File: src/rtl/cpu_pkg.sv
// cpu_pkg: definitions shared by the CPU back-end blocks.
//   ROB_ID_W     - ROB tag width (matches the ROB's ROB_SIZE_WIDTH)
//   DATA_W       - datapath width
//   SRC_ALU/LSB  - CDB source encodings carried on cdb_src
//   cdb_entry_t  - one buffered result, {rob_id, value}
package cpu_pkg;

  localparam int ROB_ID_W = 4;
  localparam int DATA_W   = 32;

  localparam logic SRC_ALU = 1'b0;
  localparam logic SRC_LSB = 1'b1;

  typedef struct packed {
    logic [ROB_ID_W-1:0] rob_id;
    logic [DATA_W-1:0]   value;
  } cdb_entry_t;

endpackage

File: src/rtl/cdb_fifo.sv
// cdb_fifo: small circular FIFO holding completed results for one CDB source.
//   clk, rst      - clock, synchronous active-high reset
//   push, wr_data - write wr_data at the tail (ignored when full)
//   pop           - drop the head entry (ignored when empty)
//   flush         - empty the FIFO; overrides push and pop
//   full, empty   - occupancy flags from the registered count
//   head          - entry at the read pointer, valid whenever !empty
module cdb_fifo #(
  parameter int DEPTH = 2,
  parameter int WIDTH = 36
) (
  input  logic             clk,
  input  logic             rst,
  input  logic             push,
  input  logic [WIDTH-1:0] wr_data,
  input  logic             pop,
  input  logic             flush,
  output logic             full,
  output logic             empty,
  output logic [WIDTH-1:0] head
);
  import cpu_pkg::*;

  localparam int PTR_W = $clog2(DEPTH);
  localparam int CNT_W = PTR_W + 1;

  logic [WIDTH-1:0] mem [DEPTH];

  logic [PTR_W-1:0] wr_ptr_reg, wr_ptr_next;
  logic [PTR_W-1:0] rd_ptr_reg, rd_ptr_next;
  logic [CNT_W-1:0] count_reg, count_next;

  logic do_push;
  logic do_pop;

  assign full    = (count_reg == CNT_W'(DEPTH));
  assign empty   = (count_reg == '0);
  assign do_push = push && !full && !flush;
  assign do_pop  = pop && !empty && !flush;

  // Head is read combinationally so an entry written at one edge can be
  // broadcast in the very next cycle.
  assign head = mem[rd_ptr_reg];

  always_comb begin
    wr_ptr_next = wr_ptr_reg;
    rd_ptr_next = rd_ptr_reg;
    count_next  = count_reg;
    if (flush) begin
      wr_ptr_next = '0;
      rd_ptr_next = '0;
      count_next  = '0;
    end else begin
      // DEPTH is a power of two, so plain increment wraps modulo DEPTH.
      if (do_push) wr_ptr_next = wr_ptr_reg + PTR_W'(1);
      if (do_pop)  rd_ptr_next = rd_ptr_reg + PTR_W'(1);
      case ({do_push, do_pop})
        2'b10:   count_next = count_reg + CNT_W'(1);
        2'b01:   count_next = count_reg - CNT_W'(1);
        default: count_next = count_reg;
      endcase
    end
  end

  always_ff @(posedge clk) begin
    if (rst) begin
      wr_ptr_reg <= '0;
      rd_ptr_reg <= '0;
      count_reg  <= '0;
    end else begin
      wr_ptr_reg <= wr_ptr_next;
      rd_ptr_reg <= rd_ptr_next;
      count_reg  <= count_next;
    end
  end

  // Storage is not reset; the count alone decides what is valid.
  always_ff @(posedge clk) begin
    if (do_push) mem[wr_ptr_reg] <= wr_data;
  end

endmodule

File: src/rtl/cdb_arbiter.sv
// cdb_arbiter: round-robin arbiter for the common data bus.
// ALU and LSB results are buffered in one cdb_fifo each; one head per cycle
// is broadcast to the ROB and reservation stations. clear flushes both FIFOs.
//   clk, rst, rdy, clear            - clock, sync reset, global enable, flush
//   alu_valid/rob_id/value, ready   - ALU result handshake
//   lsb_valid/rob_id/value, ready   - LSB result handshake
//   cdb_valid/rob_id/value/src      - broadcast bus (zeroed when not valid)
module cdb_arbiter #(
  parameter int ROB_ID_W   = cpu_pkg::ROB_ID_W,
  parameter int DATA_W     = cpu_pkg::DATA_W,
  parameter int FIFO_DEPTH = 2
) (
  input  logic                clk,
  input  logic                rst,
  input  logic                rdy,
  input  logic                clear,
  input  logic                alu_valid,
  input  logic [ROB_ID_W-1:0] alu_rob_id,
  input  logic [DATA_W-1:0]   alu_value,
  output logic                alu_ready,
  input  logic                lsb_valid,
  input  logic [ROB_ID_W-1:0] lsb_rob_id,
  input  logic [DATA_W-1:0]   lsb_value,
  output logic                lsb_ready,
  output logic                cdb_valid,
  output logic [ROB_ID_W-1:0] cdb_rob_id,
  output logic [DATA_W-1:0]   cdb_value,
  output logic                cdb_src
);
  import cpu_pkg::*;

  localparam int ENTRY_W = ROB_ID_W + DATA_W;

  // Index 0 is the ALU source, index 1 the LSB source (matches SRC_*).
  logic [ENTRY_W-1:0] in_data   [2];
  logic [ENTRY_W-1:0] head_data [2];
  logic [1:0]         in_valid;
  logic [1:0]         src_ready;
  logic [1:0]         push;
  logic [1:0]         pop;
  logic [1:0]         full;
  logic [1:0]         empty;

  logic accept_ok;
  logic flush;
  logic grant;
  logic last_grant_reg, last_grant_next;
  logic [ENTRY_W-1:0] grant_entry;

  assign in_valid   = {lsb_valid, alu_valid};
  assign in_data[0] = {alu_rob_id, alu_value};
  assign in_data[1] = {lsb_rob_id, lsb_value};

  // Ready looks only at the registered count, so a same-cycle pop never
  // lets a full FIFO accept.
  assign accept_ok = rdy && !clear && !rst;
  assign flush     = rdy && clear;

  generate
    for (genvar gi = 0; gi < 2; gi++) begin : g_src
      assign src_ready[gi] = accept_ok && !full[gi];
      assign push[gi]      = in_valid[gi] && src_ready[gi];
      assign pop[gi]       = cdb_valid && (grant == 1'(gi));

      cdb_fifo #(
        .DEPTH (FIFO_DEPTH),
        .WIDTH (ENTRY_W)
      ) u_fifo (
        .clk     (clk),
        .rst     (rst),
        .push    (push[gi]),
        .wr_data (in_data[gi]),
        .pop     (pop[gi]),
        .flush   (flush),
        .full    (full[gi]),
        .empty   (empty[gi]),
        .head    (head_data[gi])
      );
    end
  endgenerate

  assign alu_ready = src_ready[0];
  assign lsb_ready = src_ready[1];

  // On a tie the source not granted most recently wins, bounding any wait
  // for a non-empty head to one cycle.
  always_comb begin
    grant = SRC_ALU;
    if (!empty[0] && !empty[1]) begin
      grant = ~last_grant_reg;
    end else if (!empty[1]) begin
      grant = SRC_LSB;
    end
  end

  assign cdb_valid   = rdy && !clear && !rst && (empty != 2'b11);
  assign grant_entry = head_data[grant];

  always_comb begin
    cdb_rob_id = '0;
    cdb_value  = '0;
    cdb_src    = SRC_ALU;
    if (cdb_valid) begin
      {cdb_rob_id, cdb_value} = grant_entry;
      cdb_src                 = grant;
    end
  end

  // cdb_valid already folds in rdy and clear, so the round-robin pointer
  // holds through stalls and flushes.
  always_comb begin
    last_grant_next = last_grant_reg;
    if (cdb_valid) last_grant_next = grant;
  end

  always_ff @(posedge clk) begin
    if (rst) begin
      last_grant_reg <= SRC_LSB;
    end else begin
      last_grant_reg <= last_grant_next;
    end
  end

endmodule
File: config.mk
export PLATFORM = sky130hd
export DESIGN_NAME = cdb_arbiter
export DESIGN_NICKNAME = d
export VERILOG_FILES = /design/src/rtl/cpu_pkg.sv /design/src/rtl/cdb_fifo.sv /design/src/rtl/cdb_arbiter.sv
export SDC_FILE = /design/constraint.sdc
export NUM_CORES = 1
export LEC_CHECK = 0
export CORE_MARGIN = 2
export CORE_UTILIZATION = 30
export CTS_CLUSTER_DIAMETER = 200
export DETAILED_ROUTE_END_ITERATION = 6
export PLACE_DENSITY_LB_ADDON = 0.2
export SLEW_MARGIN = 15
export SYNTH_ARGS = -nofsm -noshare
export SYNTH_HDL_FRONTEND = slang
export SYNTH_HIERARCHICAL = 1
export SYNTH_SLANG_ARGS = --single-unit
File: constraint.sdc
create_clock -name clk -period 4.6 [get_ports clk]
set_input_delay 0.92 -clock clk [delete_from_list [all_inputs] [get_ports clk]]
set_output_delay 0.92 -clock clk [all_outputs]
set_load 0.05 [all_outputs]
==> impl_metrics.prom, run 1 <==
# TYPE chip_impl_metric gauge
chip_impl_info{name="status",value="finished clean"} 1
chip_impl_metric{name="grt_pass1_wl",unit="mm"} 20.8
chip_impl_info{name="min-delay-path-class",value="flip-flop to flip-flop"} 1
chip_impl_metric{name="layout.cells.non_filler",unit=""} 751
chip_impl_metric{name="antenna_found_initial",unit=""} 0
chip_impl_metric{name="final_hold_viol_count",unit=""} 0
chip_impl_metric{name="synth-xor-area-share",unit="%"} 0.851
chip_impl_info{name="rsz0062_at_grt",value="false"} 1
chip_impl_metric{name="syn-mean-instance-area",unit="um2"} 18.3
chip_impl_info{name="holdCritStartpoint",value="g_src[0].u_fifo/rd_ptr_reg$_SDFFE_PP0P_"} 1
chip_impl_metric{name="final-setup-viol-count",unit=""} 0
chip_impl_metric{name="vdd.ir_drop.worst",unit="mV"} 0.238
chip_impl_metric{name="cts-root-to-sink-buffers",unit=""} 2
chip_impl_metric{name="cts_htree_levels",unit=""} 4
chip_impl_metric{name="io_buffer_count",unit=""} 117
chip_impl_metric{name="achievable-frequency",unit="GHz"} 0.255
chip_impl_metric{name="synth_simple_gate_area_share",unit="%"} 3.38
chip_impl_metric{name="die-width",unit="um"} 147
chip_impl_metric{name="insertion_delay",unit="ns"} 0.42
chip_impl_metric{name="post_synth_instance_area",unit="mm2"} 0.00617
chip_impl_metric{name="route.antenna.remaining_nets",unit=""} 0
chip_impl_info{name="timing_worst_setup_path_type",value="input port to output pin"} 1
chip_impl_metric{name="postLayoutSetupSlackWorst",unit="ns"} 0.674
chip_impl_info{name="r2r_start",value="g_src[1].u_fifo/count_reg[0]$_SDFFE_PP0P_"} 1
chip_impl_metric{name="worstHoldPathCells",unit=""} 2
chip_impl_metric{name="yosysUniqueCellTypes",unit=""} 27
chip_impl_metric{name="ctsResizeCount",unit=""} 0
chip_impl_metric{name="largest_register_ff_count",unit=""} 144
chip_impl_metric{name="first_pass_iters",unit=""} 4
chip_impl_metric{name="largest_net_degree_at_the_start_of_global_routing",unit=""} 39
chip_impl_metric{name="dpl.cell_count",unit=""} 719
chip_impl_metric{name="internal_power",unit="uW"} 2490
chip_impl_info{name="clock_tree_from_tritoncts",value="yes"} 1
chip_impl_metric{name="switching_power",unit="uW"} 610
chip_impl_metric{name="finalNetCount",unit=""} 548
chip_impl_metric{name="routed_wl",unit="mm"} 13.6
chip_impl_metric{name="first_global_vias",unit=""} 3655
chip_impl_metric{name="critPathMaxFanout",unit=""} 37
chip_impl_metric{name="routed_wire_length_per_instance",unit="um"} 18.1
chip_impl_metric{name="combinationalPowerShare",unit="%"} 4.0
chip_impl_metric{name="detailed_place_hpwl",unit="mm"} 8.39
chip_impl_metric{name="cts_num_sinks",unit=""} 155
chip_impl_metric{name="io-pin-count",unit=""} 118
chip_impl_metric{name="remaining_drc_errors",unit=""} 0
chip_impl_metric{name="vias",unit=""} 3434
chip_impl_info{name="clock-root-buffer",value="clkbuf_16"} 1
chip_impl_info{name="synth_top_family_by_area",value="multiplexers"} 1
chip_impl_metric{name="final.setup_skew",unit="ns"} 0.00857
chip_impl_info{name="r2r-end",value="g_src[0].u_fifo/count_reg[1]$_SDFFE_PP0P_"} 1
chip_impl_metric{name="worst_pin_slew",unit="ns"} 1.04
chip_impl_metric{name="cts.hold.buffers_added",unit=""} 0
chip_impl_metric{name="cts_buffers",unit=""} 17
chip_impl_metric{name="ys_warn_count",unit=""} 6
chip_impl_metric{name="die_h",unit="um"} 147
chip_impl_metric{name="row_count",unit=""} 52
chip_impl_metric{name="critPathRequiredTime",unit="ns"} 3.68
chip_impl_metric{name="layout_cell_share_with_drive_strength_beyond_1",unit="%"} 35.6
chip_impl_metric{name="cts.repair_timing.setup_buffer_count",unit=""} 0
chip_impl_metric{name="timing.reg2reg.setup_slack",unit="ns"} 1.99
chip_impl_metric{name="synth_fp_nets",unit=""} 418
chip_impl_metric{name="max_cap_viol_count",unit=""} 0
chip_impl_metric{name="power",unit="uW"} 3100
chip_impl_metric{name="share_of_the_clock_period_used_by_the_worst_path_after_layout",unit="%"} 85.4
chip_impl_metric{name="viasPerCell",unit=""} 4.57
chip_impl_metric{name="nFillCells",unit=""} 1787
chip_impl_metric{name="min_period",unit="ns"} 3.93
chip_impl_metric{name="power.share.sequential",unit="%"} 50.2
chip_impl_metric{name="p_per_area",unit="mW/mm2"} 357
chip_impl_metric{name="yosys-mux-area-fraction",unit="%"} 13.1
chip_impl_metric{name="syn2layout_area_growth",unit="%"} 40.3
chip_impl_metric{name="slew_headroom",unit="%"} 30.6
chip_impl_metric{name="power.switching_fraction",unit="%"} 19.7
chip_impl_metric{name="grt_overflow_total",unit=""} 0
chip_impl_info{name="worstSetupEndpointType",value="output pin"} 1
chip_impl_metric{name="clock_pin_transition_on_the_worst_setup_and_hold_timing_paths",unit="ns"} 0.06
chip_impl_metric{name="fp.dieArea",unit="mm2"} 0.0217
chip_impl_metric{name="synth_area_in_compound_gates",unit="%"} 6.45
chip_impl_metric{name="leakagePower",unit="uW"} 0.00286
chip_impl_info{name="crit_path_start_kind",value="input port"} 1
chip_impl_metric{name="post_route_setup_tns",unit="ns"} 0
chip_impl_metric{name="pre_cts_slack",unit="ns"} 0.648
chip_impl_metric{name="fraction_of_the_mapped_netlist_area_in_adder_cells",unit="%"} 0.405
chip_impl_metric{name="gr-usage-all-layers",unit="%"} 13.0
chip_impl_metric{name="drtIter0Drc",unit=""} 173
chip_impl_metric{name="maxSlewViolCount",unit=""} 0
chip_impl_metric{name="postSynthRegisterBits",unit=""} 155
chip_impl_metric{name="synthCells",unit=""} 338
chip_impl_metric{name="fraction_of_power_consumed_by_the_clock_network",unit="%"} 45.8
chip_impl_metric{name="routabilityCongestion",unit=""} 0.701
chip_impl_metric{name="arrival",unit="ns"} 3.01
chip_impl_metric{name="worstRegToRegCells",unit=""} 9
chip_impl_metric{name="fp.coreArea",unit="mm2"} 0.0202
chip_impl_metric{name="effective_utilization_at_floorplan",unit="%"} 30.5
chip_impl_metric{name="n_diodes",unit=""} 0
chip_impl_metric{name="synth.yosys.seq_area_share",unit="%"} 73.6
## stage by stage
| step | util [%] | cell area, um2 | hold WS [ns] |
|---|---|---|---|
| after global placement | 39.8 | 8060 | 0.484 |
| final | 42.8 | 8660 | 0.508 |
| after CTS | 42.8 | 8660 | 0.512 |
| after global routing | 42.8 | 8660 | 0.530 |
| after floorplan | - | 6170 | 0.470 |
| after detailed placement | 39.8 | 8060 | 0.487 |
## cell usage after synthesis
cell	number	share of area, %
a21o_1	2	0.24
a21oi_1	5	0.41
a221o_1	1	0.16
a22o_1	26	3.7
a22o_2	10	1.6
and2_1	2	0.20
and2_2	1	0.12
and2b_2	1	0.14
buf_2	8	0.65
buf_6	7	1.3
dfxtp_1	11	3.6
edfxtp_1	144	70
ha_1	2	0.41
inv_1	4	0.24
mux2_2	72	13
nand2b_1	3	0.30
nand3_1	2	0.16
nand3b_1	2	0.24
nor2_1	17	1.0
nor2b_1	1	0.10
nor3_4	2	0.53
o21ai_0	4	0.32
or2_2	2	0.20
or3_1	2	0.20
or3b_1	1	0.14
xnor2_1	2	0.28
xor2_1	4	0.57
## power by group through the flow
stage / clock [uW] / sequential (uW) / combinational [uW]
3_3_place_gp: 0 / 1580 / 120
3_5_place_dp: 0 / 1590 / 124
6_report: 1420 / 1560 / 124
5_1_grt: 1530 / 1560 / 132
4_1_cts: 1450 / 1560 / 125
2_1_floorplan: 0 / 1590 / 31.3
## logic make-up after synthesis
family / count (synthesis)
AOI/OAI and AO/OA: 48
xor gates and xnor gates: 6
adders and majority gates: 2
buffers and inverters: 19
DFF: 155
muxes: 72
and+or+nand+nor: 36
## routing by layer
layer | track usage [%] | part of all wire (%) | vias up
li1 | - | - | 1596
met1 | 17.5 | 47 | 1723
met2 | 20.2 | 47 | 102
met3 | 3.89 | 4.8 | 13
met4 | 4.42 | 1.1 | 0
met5 | 0 | 0 | -
## cell type report
class | instances | area (um2) | share of cell area [%]
clock inverters | 14 | 171 | 1.98
flip-flops and latches | 155 | 4550 | 52.5
inverters | 4 | 15.0 | 0.173
clock buffers | 18 | 429 | 4.96
multi-input cells | 164 | 1530 | 17.6
repair buffers | 126 | 1630 | 18.9
well taps | 270 | 338 | 3.90
## placed cells by master (no fill, tap or decap), drive strengths merged, types with 3 or more instances in the layout
cell type,n
bufinv,3
edfxtp,144
o21ai,4
a21oi,5
nand2b,3
inv,6
clkbuf,18
clkinv,7
clkdlybuf4s50,80
nor2,17
buf,46
mux2,72
and2,3
dfxtp,11
xor2,4
a22o,36
## worst max-delay path, cell delays in order
cell             delay [ns]
clkdlybuf4s50_1        0.47
or3b_1                 0.48
nor3_4                 0.19
buf_4                  0.48
a22o_1                 0.31
buf_12                 0.16
## how the worst max path moves through the flow
stage / to / slack, ns / from / depth (start not counted)
finish: cdb_value[20] / 0.67 / rdy / 6
global route: cdb_value[3] / 0.52 / rst / 6
CTS: cdb_value[20] / 0.65 / rdy / 6
detailed placement: cdb_value[20] / 0.65 / rdy / 6
global placement: cdb_value[20] / 0.64 / rdy / 6
floorplan: g_src[0].u_fifo/mem[0][0]$_DFFE_PP_ / 0.13 / clear / 6
Note: power is estimated with default switching activity, not from simulation.
==> run 2, diff against run 1 <==
- SLEW_MARGIN: 15 -> not set
- clock period: 4.6 -> 4.9 ns (I/O delays scaled with it)
==> impl_metrics.prom, run 2 (same netlist as run 1, synthesis figures left out) <==
# TYPE chip_impl_metric gauge
chip_impl_metric{name="leakagePower",unit="uW"} 0.00278
chip_impl_metric{name="power.share.sequential",unit="%"} 53.3
chip_impl_metric{name="antenna_found_initial",unit=""} 0
chip_impl_metric{name="detailed_place_hpwl",unit="mm"} 8.28
chip_impl_metric{name="vdd.ir_drop.worst",unit="mV"} 0.227
chip_impl_metric{name="worstRegToRegCells",unit=""} 9
chip_impl_metric{name="io_buffer_count",unit=""} 117
chip_impl_info{name="clock_tree_from_tritoncts",value="yes"} 1
chip_impl_info{name="layout_common_cells",value="edfxtp_1 (144), clkdlybuf4s50_1 (80), mux2_2 (72), a22o_1 (26), buf_12 (26)"} 1
chip_impl_metric{name="clock_pin_transition_on_the_worst_setup_and_hold_timing_paths",unit="ns"} 0.06
chip_impl_metric{name="viasPerCell",unit=""} 4.57
chip_impl_metric{name="largest_net_degree_at_the_start_of_global_routing",unit=""} 39
chip_impl_metric{name="gr-usage-all-layers",unit="%"} 13.0
chip_impl_metric{name="fp.dieArea",unit="mm2"} 0.0217
chip_impl_metric{name="route.antenna.remaining_nets",unit=""} 0
chip_impl_metric{name="ctsResizeCount",unit=""} 0
chip_impl_metric{name="first_global_vias",unit=""} 3675
chip_impl_metric{name="cts_htree_levels",unit=""} 4
chip_impl_metric{name="worst_pin_slew",unit="ns"} 1.05
chip_impl_metric{name="syn2layout_area_growth",unit="%"} 36.1
chip_impl_metric{name="min_period",unit="ns"} 4.10
chip_impl_metric{name="effective_utilization_at_floorplan",unit="%"} 30.5
chip_impl_info{name="layout_commonest_cell",value="edfxtp_1"} 1
chip_impl_metric{name="worstHoldPathCells",unit=""} 2
chip_impl_metric{name="cts_num_sinks",unit=""} 155
chip_impl_metric{name="internal_power",unit="uW"} 2170
chip_impl_metric{name="arrival",unit="ns"} 3.12
chip_impl_metric{name="power.switching_fraction",unit="%"} 20.6
chip_impl_info{name="timing.critical_path.slowest_stage_cell",value="or3b_1"} 1
chip_impl_metric{name="grt_overflow_total",unit=""} 0
chip_impl_metric{name="cts_buffers",unit=""} 17
chip_impl_metric{name="remaining_drc_errors",unit=""} 0
chip_impl_metric{name="cts.hold.buffers_added",unit=""} 0
chip_impl_metric{name="final_hold_viol_count",unit=""} 0
chip_impl_info{name="worstSetupEndpointType",value="output pin"} 1
chip_impl_metric{name="largest_register_ff_count",unit=""} 144
chip_impl_metric{name="grt_pass1_wl",unit="mm"} 20.8
chip_impl_metric{name="final.setup_skew",unit="ns"} 0.00879
chip_impl_metric{name="achievable-frequency",unit="GHz"} 0.244
chip_impl_metric{name="routed_wl",unit="mm"} 13.6
chip_impl_metric{name="insertion_delay",unit="ns"} 0.42
chip_impl_metric{name="fp.coreArea",unit="mm2"} 0.0202
chip_impl_metric{name="routabilityCongestion",unit=""} 0.704
chip_impl_metric{name="n_diodes",unit=""} 0
chip_impl_metric{name="die-width",unit="um"} 147
chip_impl_metric{name="critPathMaxFanout",unit=""} 37
chip_impl_metric{name="routed_wire_length_per_instance",unit="um"} 18.2
chip_impl_metric{name="first_pass_iters",unit=""} 4
chip_impl_metric{name="io-pin-count",unit=""} 118
chip_impl_metric{name="slowest_delay",unit="ns"} 0.49
chip_impl_info{name="min-delay-path-class",value="flip-flop to flip-flop"} 1
chip_impl_metric{name="switching_power",unit="uW"} 563
chip_impl_metric{name="vias",unit=""} 3421
chip_impl_metric{name="cts-root-to-sink-buffers",unit=""} 2
chip_impl_info{name="crit_path_start_kind",value="input port"} 1
chip_impl_metric{name="post_route_setup_tns",unit="ns"} 0
chip_impl_metric{name="dpl.cell_count",unit=""} 716
chip_impl_metric{name="row_count",unit=""} 52
chip_impl_metric{name="cts.repair_timing.setup_buffer_count",unit=""} 0
chip_impl_metric{name="die_h",unit="um"} 147
chip_impl_metric{name="fraction_of_power_consumed_by_the_clock_network",unit="%"} 42.5
chip_impl_metric{name="layout.cells.non_filler",unit=""} 748
chip_impl_info{name="rsz0062_at_grt",value="false"} 1
chip_impl_metric{name="share_of_the_clock_period_used_by_the_worst_path_after_layout",unit="%"} 83.7
chip_impl_metric{name="drtIter0Drc",unit=""} 136
chip_impl_metric{name="final-setup-viol-count",unit=""} 0
chip_impl_info{name="timing_worst_setup_path_type",value="input port to output pin"} 1
chip_impl_metric{name="finalNetCount",unit=""} 545
chip_impl_metric{name="maxSlewViolCount",unit=""} 0
chip_impl_metric{name="combinationalPowerShare",unit="%"} 4.2
chip_impl_info{name="crit_chain",value="clkdlybuf4s50_1, or3b_1, nor3_4, buf_4, a22o_1, buf_12"} 1
chip_impl_metric{name="slew_headroom",unit="%"} 29.7
chip_impl_metric{name="layout_cell_share_with_drive_strength_beyond_1",unit="%"} 34.9
chip_impl_metric{name="critPathRequiredTime",unit="ns"} 3.92
chip_impl_metric{name="nFillCells",unit=""} 1838
chip_impl_info{name="status",value="finished clean"} 1
chip_impl_info{name="clock-root-buffer",value="clkbuf_16"} 1
chip_impl_metric{name="p_per_area",unit="mW/mm2"} 326
chip_impl_metric{name="max_cap_viol_count",unit=""} 0
chip_impl_metric{name="power",unit="uW"} 2740
chip_impl_metric{name="timing.reg2reg.setup_slack",unit="ns"} 2.22
run 2: cell types whose count changed in the layout (fill, tap and decap cells not counted), sizes merged:
cell | previous run | this run
bufinv | 3 | 0
buf | 46 | 43
inv | 6 | 5
clkinv | 7 | 11
run 2: through the flow:
| step | hold slack, ns | utilization [%] | setup WS, ns | area [um2] |
|---|---|---|---|---|
| after floorplan | 0.470 | - | 0.371 | 6170 |
| after global placement | 0.485 | 38.9 | 0.835 | 7870 |
| after detailed placement | 0.491 | 38.9 | 0.791 | 7870 |
| after CTS | 0.514 | 41.5 | 0.793 | 8400 |
| after global routing | 0.529 | 41.5 | 0.713 | 8400 |
| final | 0.511 | 41.5 | 0.800 | 8400 |
run 2: critical path, delay by kind of cell:
kind / cells / cell delay, ns
AOI/OAI and AO/OA: 1 / 0.33
buffers and inverters: 3 / 1.12
and+or+nand+nor: 2 / 0.68
run 2: per-layer routing:
layer | up-vias | share of wire (%) | GRT usage (%)
li1 | 1587 | - | -
met1 | 1724 | 47 | 17.5
met2 | 97 | 47 | 20.5
met3 | 13 | 4.8 | 3.98
met4 | 0 | 0.94 | 3.75
met5 | - | 0 | 0
run 2: power groups by stage:
stage | Clock (uW) | Sequential [uW] | Combinational [uW]
finish | 1160 | 1460 | 115
global route | 1260 | 1460 | 123
CTS | 1200 | 1460 | 116
detailed placement | 0 | 1490 | 115
global placement | 0 | 1490 | 112
floorplan | 0 | 1490 | 29.4
run 2: cell type report:
class | count | area, um2 | share of cell area [%]
Tap cell | 270 | 338 | 4.02
Timing Repair Buffer | 123 | 1450 | 17.2
Sequential cell | 155 | 4550 | 54.1
Multi-Input combinational cell | 164 | 1530 | 18.2
Clock inverter | 14 | 100 | 1.19
Inverter | 4 | 15.0 | 0.179
Clock buffer | 18 | 429 | 5.11
run 2: final timing paths:
kind / startpoint / to
setup reg to reg: g_src[1].u_fifo/count_reg[1]$_SDFFE_PP0P_ / g_src[0].u_fifo/count_reg[1]$_SDFFE_PP0P_
hold / removal: g_src[0].u_fifo/rd_ptr_reg$_SDFFE_PP0P_ / g_src[0].u_fifo/rd_ptr_reg$_SDFFE_PP0P_
setup / recovery: rdy / cdb_value[20]
hold reg to reg: g_src[0].u_fifo/rd_ptr_reg$_SDFFE_PP0P_ / g_src[0].u_fifo/rd_ptr_reg$_SDFFE_PP0P_
